[config.mk]
export PLATFORM = sky130hd
export DESIGN_NAME = fnd_scan_controller
export DESIGN_NICKNAME = d
export VERILOG_FILES = /design/src/rtl/fnd_scan_controller.sv
export SDC_FILE = /design/constraint.sdc
export NUM_CORES = 1
export LEC_CHECK = 0
export CAP_MARGIN = 20
export CORE_UTILIZATION = 30
export CTS_CLUSTER_SIZE = 8
export DETAILED_ROUTE_END_ITERATION = 12
export GPL_TIMING_DRIVEN = 1
export HOLD_SLACK_MARGIN = 0.12
export PLACE_DENSITY = 0.56
export SYNTH_ARGS = -nofsm -noshare
export SYNTH_HDL_FRONTEND = slang
export SYNTH_SLANG_ARGS = --single-unit
[constraint.sdc]
create_clock -name i_clk -period 2.5 [get_ports i_clk]
set_input_delay 0.375 -clock i_clk [delete_from_list [all_inputs] [get_ports i_clk]]
set_output_delay 0.375 -clock i_clk [all_outputs]
set_load 0.02 [all_outputs]
[src/rtl/fnd_scan_controller.sv]
// Scan controller for a 4-digit 7-segment display with two 4-position pages.
// All outputs are registered from next-state values, so position, nibble, dp and blank change on the same edge.
module fnd_scan_controller #(
  parameter int SCAN_DIV     = 100000,
  parameter int BLINK_FRAMES = 125
) (
  input  logic        i_clk,
  input  logic        i_reset_n,
  input  logic        i_page,
  input  logic [31:0] i_digits,
  input  logic        i_blink_en,
  output logic [2:0]  o_digitPosition,
  output logic [3:0]  o_bcd,
  output logic        o_dp,
  output logic        o_blank,
  output logic        o_frame_tick
);

  localparam int CNT_W = $clog2(SCAN_DIV);
  localparam int FC_W  = (BLINK_FRAMES > 1) ? $clog2(BLINK_FRAMES) : 1;
  localparam logic [CNT_W-1:0] CNT_LAST = CNT_W'(SCAN_DIV - 1);
  localparam logic [FC_W-1:0]  FC_LAST  = FC_W'(BLINK_FRAMES - 1);

  logic [CNT_W-1:0] cnt, cnt_nxt;
  logic [1:0]       d, d_nxt;
  logic             page_q, page_nxt;
  logic [FC_W-1:0]  fc, fc_nxt;
  logic             phase, phase_nxt;
  logic             tick, wrap;
  logic [2:0]       np;
  logic [3:0]       nib;
  logic             blank_nxt, dp_nxt;

  always_comb begin
    tick      = (cnt == CNT_LAST);
    wrap      = tick && (d == 2'd3);
    cnt_nxt   = tick ? '0 : cnt + 1'b1;
    d_nxt     = tick ? d + 2'd1 : d;
    page_nxt  = wrap ? i_page : page_q;
    np        = {page_nxt, d_nxt};
    nib       = i_digits[{np, 2'b00} +: 4];
    // Leading digit shows nothing when zero; non-BCD codes are always blanked.
    blank_nxt = (nib > 4'd9) || ((d_nxt == 2'd3) && (nib == 4'd0));

    fc_nxt    = fc;
    phase_nxt = phase;
    if (!i_blink_en) begin
      fc_nxt    = '0;
      phase_nxt = 1'b1;
    end else if (wrap) begin
      if (fc == FC_LAST) begin
        fc_nxt    = '0;
        phase_nxt = ~phase;
      end else begin
        fc_nxt    = fc + 1'b1;
      end
    end
    dp_nxt = (d_nxt == 2'd2) && phase_nxt;
  end

  always_ff @(posedge i_clk or negedge i_reset_n) begin
    if (!i_reset_n) begin
      cnt             <= '0;
      d               <= 2'd0;
      page_q          <= 1'b0;
      fc              <= '0;
      phase           <= 1'b1;
      o_digitPosition <= 3'd0;
      o_bcd           <= 4'd0;
      o_dp            <= 1'b0;
      o_blank         <= 1'b1;
      o_frame_tick    <= 1'b0;
    end else begin
      cnt             <= cnt_nxt;
      d               <= d_nxt;
      page_q          <= page_nxt;
      fc              <= fc_nxt;
      phase           <= phase_nxt;
      o_digitPosition <= np;
      o_bcd           <= nib;
      o_dp            <= dp_nxt;
      o_blank         <= blank_nxt;
      o_frame_tick    <= wrap;
    end
  end

endmodule

==> flow_summary.yaml <==
sta:
  slew_viol_final: 0
  fin_ws_ns: 0.132
  tightest_slew_ns: 0.444
  tns_ns: 0
  post-route-period-util: 0.947
  hold_violations: 0
  finClkSkew_ns: 0.00448
  rsz0062_at_grt: "false"
  max_freq_mhz: 422
  maxSlewHeadroom: 0.704
  setup_viol: 0
  fin_crit_ns: 2.37
  timing.hold.ws_ns: 0.487
critical_path:
  cp.required_ns: 2.72
  r2r_setup_slack_ns: 0.13
  crit_fanout: 6
  crit_path_start_kind: "flop"
  cp_data_arrival_time_ns: 2.58
  crit_path_end_kind: "flop"
  critPathKind: "flop to flop"
  r2r_start: "cnt[12]$_DFF_PN0_"
  r2r_cells: 8
  r2r-end: "o_blank$_DFF_PN1_"
run_status:
  run_status: "completed"
power_and_ir_drop:
  power_frac_clock: 0.368
  powerDensity_mw_per_mm2: 373
  p_sw_frac: 0.234
  p_leak_nw: 1.23
  p_int_uw: 845
  p_comb_frac: 0.113
  peakVddDrop_uv: 190
  p_seq_frac: 0.519
  switching_power_uw: 258
floorplanning:
  io_pins: 46
  die-area_mm2: 0.00776
  core_mm2: 0.00721
  die_height_um: 88.1
  row_count: 31
  start_util: 0.308
  dieWidth_um: 88.1
layout:
  fin_nets: 295
  diodes: 0
  fin_cells: 355
  area_growth_pct: 33.0
  final_util: 0.410
  final_common_cell: "clkdlybuf4s50_1"
  fillCellCount: 733
  seqCellArea_um2: 878
  mostFrequentLayoutCells: "45 x clkdlybuf4s50_1, 33 x dfrtp_1, 15 x nand2_1"
  drive_gt1_frac: 0.188
  multi_input_comb_area_mm2: 0.00129
clock_network:
  cts_buffer_depth: 2
  cts.sinks: 35
  clk_latency_ns: 0.28
  cts_tree: "done"
  cts_made_buffers: 5
  clkTransAtPathRegs_ns: 0.07
  cts_root_buf: "clkbuf_8"
  ctsHtreeMaxLevel: 2
yosys:
  synth_cells: 197
  synth_ff_type: "dfrtp_1"
  yosysUniqueCellTypes: 48
  synth_edf_count: 0
  synth_nets: 237
  yosysTopAreaCell: "dfrtp_1"
  yosysTopAreaCellShare: 0.371
  ys_seq_area_frac: 0.395
  synth_area_mm2: 0.00222
  synth_warnings: 0
  yosys-top-cells-area: "dfrtp_1 37%, mux4_2 10%, mux4_1 4.7%"
  ys_ff_latch: 35
  async_flop_share: 1.00
  avgSynthCellArea_um2: 11.3
detailed_routing:
  via_per_inst: 4.86
  dr_total_vias: 1727
  drt_first_pass_iters: 4
  wl_um: 4820
  drc: 0
  drt_iter0_markers: 62
  routedWlPerCell_um: 13.6
  drtAntennaViolNets: 0
flow_run:
  maxCapViolCount: 0
min_path:
  hold_end: "cnt[0]$_DFF_PN0_"
  holdCritPathClass: "flop to flop"
  worstHoldStart: "cnt[0]$_DFF_PN0_"
  min_path_cells: 1
global_routing:
  grt_overflow: 0
  track_usage: 0.138
  antenna_found_initial: 0
  grt_max_degree: 36
  grt_pass1_vias: 1759
  grt_pass1_wl_um: 8220
place:
  place.gp.congestion: 0.758
  pre_cts_slack_ns: 0.0554
  dp_hpwl_um: 3820
  io_buffers: 45
  dp_cells: 346
## stage by stage
| stage | power [mW] | instance area [µm²] |
|---|---|---|
| 2_1_floorplan | 0.622 | 2220 |
| 3_3_place_gp | 0.708 | 2850 |
| 3_5_place_dp | 0.711 | 2850 |
| 4_1_cts | 1.12 | 2940 |
| 5_1_grt | 1.15 | 2960 |
| 6_report | 1.10 | 2960 |
## metal layers
layer / part of all wire / up-vias / track usage / routed length [µm]
met5: 0 / - / 0 / 0
li1: - / 850 / - / -
met3: 0.036 / 6 / 0.0254 / 176
met1: 0.44 / 826 / 0.171 / 2120
met2: 0.51 / 45 / 0.242 / 2460
met4: 0.013 / 0 / 0.0469 / 65
## repair_timing
action                                  CTS  global route
hold endpoints to repair                  0             0
gates resized for setup                   0             3
hold buffers                              0             0
endpoints found under the setup margin    0             1
buffers inserted                          0             1
## synth_stat cells (all sizes together) (7+ instances only)
cell / instances
mux4: 14
dfrtp: 33
xor2: 7
mux2i: 7
xnor2: 9
o21ai: 11
and3: 9
nor2: 15
nand3: 11
and2: 7
inv: 7
nand2: 15
## registers in the layout, summed over array words and instances, names as in the netlist
name             count
o_blank              1
fc                   7
d                    1
phase                1
o_dp                 1
o_frame_tick         1
o_digitPosition      2
o_bcd                4
cnt                 17
## final cells by class
| class | count | share of cell area |
|---|---|---|
| Tap cell | 99 | 0.0419 |
| Clock buffer | 5 | 0.0233 |
| Inverter | 7 | 0.00889 |
| Multi-Input combinational cell | 148 | 0.437 |
| Sequential cell | 35 | 0.297 |
| Clock inverter | 3 | 0.00677 |
| Timing Repair Buffer | 58 | 0.185 |
## power by group through the flow
stage,clock (mW),combinational (mW),sequential (mW)
4_1_cts,0.424,0.127,0.573
6_report,0.406,0.125,0.573
2_1_floorplan,0,0.0327,0.589
3_3_place_gp,0,0.124,0.584
5_1_grt,0.444,0.136,0.573
3_5_place_dp,0,0.127,0.584
## critical path, stage by stage, from the launching register on
cell and delay (ns):
dfrtp_1 0.44, or4b_4 0.61, nor4_4 0.28, buf_4 0.19, nor2_1 0.05, a21oi_1 0.21, o22ai_1 0.09, and3_1 0.18
mux2_4 0.25
## worst max-delay path by stage
stage                       from                end  depth (start not counted)
3_3_place_gp    cnt[5]$_DFF_PN0_  o_blank$_DFF_PN1_                          7
2_1_floorplan     d[0]$_DFF_PN0_  o_blank$_DFF_PN1_                          7
5_1_grt         cnt[7]$_DFF_PN0_  o_blank$_DFF_PN1_                          8
3_5_place_dp   cnt[12]$_DFF_PN0_  o_blank$_DFF_PN1_                          7
6_report       cnt[12]$_DFF_PN0_  o_blank$_DFF_PN1_                          8
4_1_cts        cnt[12]$_DFF_PN0_  o_blank$_DFF_PN1_                          7
## kinds of logic (layout without fill, tap and decap cells)
family / after synthesis / after routing / share of synthesized area
XOR/XNOR: 16 / 16 / 0.0630
AND/OR/NAND/NOR: 80 / 80 / 0.221
multiplexers: 23 / 23 / 0.198
flip-flops: 35 / 35 / 0.395
buffers and inverters: 14 / 73 / 0.0304
AO/OA/AOI/OAI: 25 / 25 / 0.0703
adder cells (fa/ha/maj): 4 / 4 / 0.0225
(Power assumes the default switching activity.)
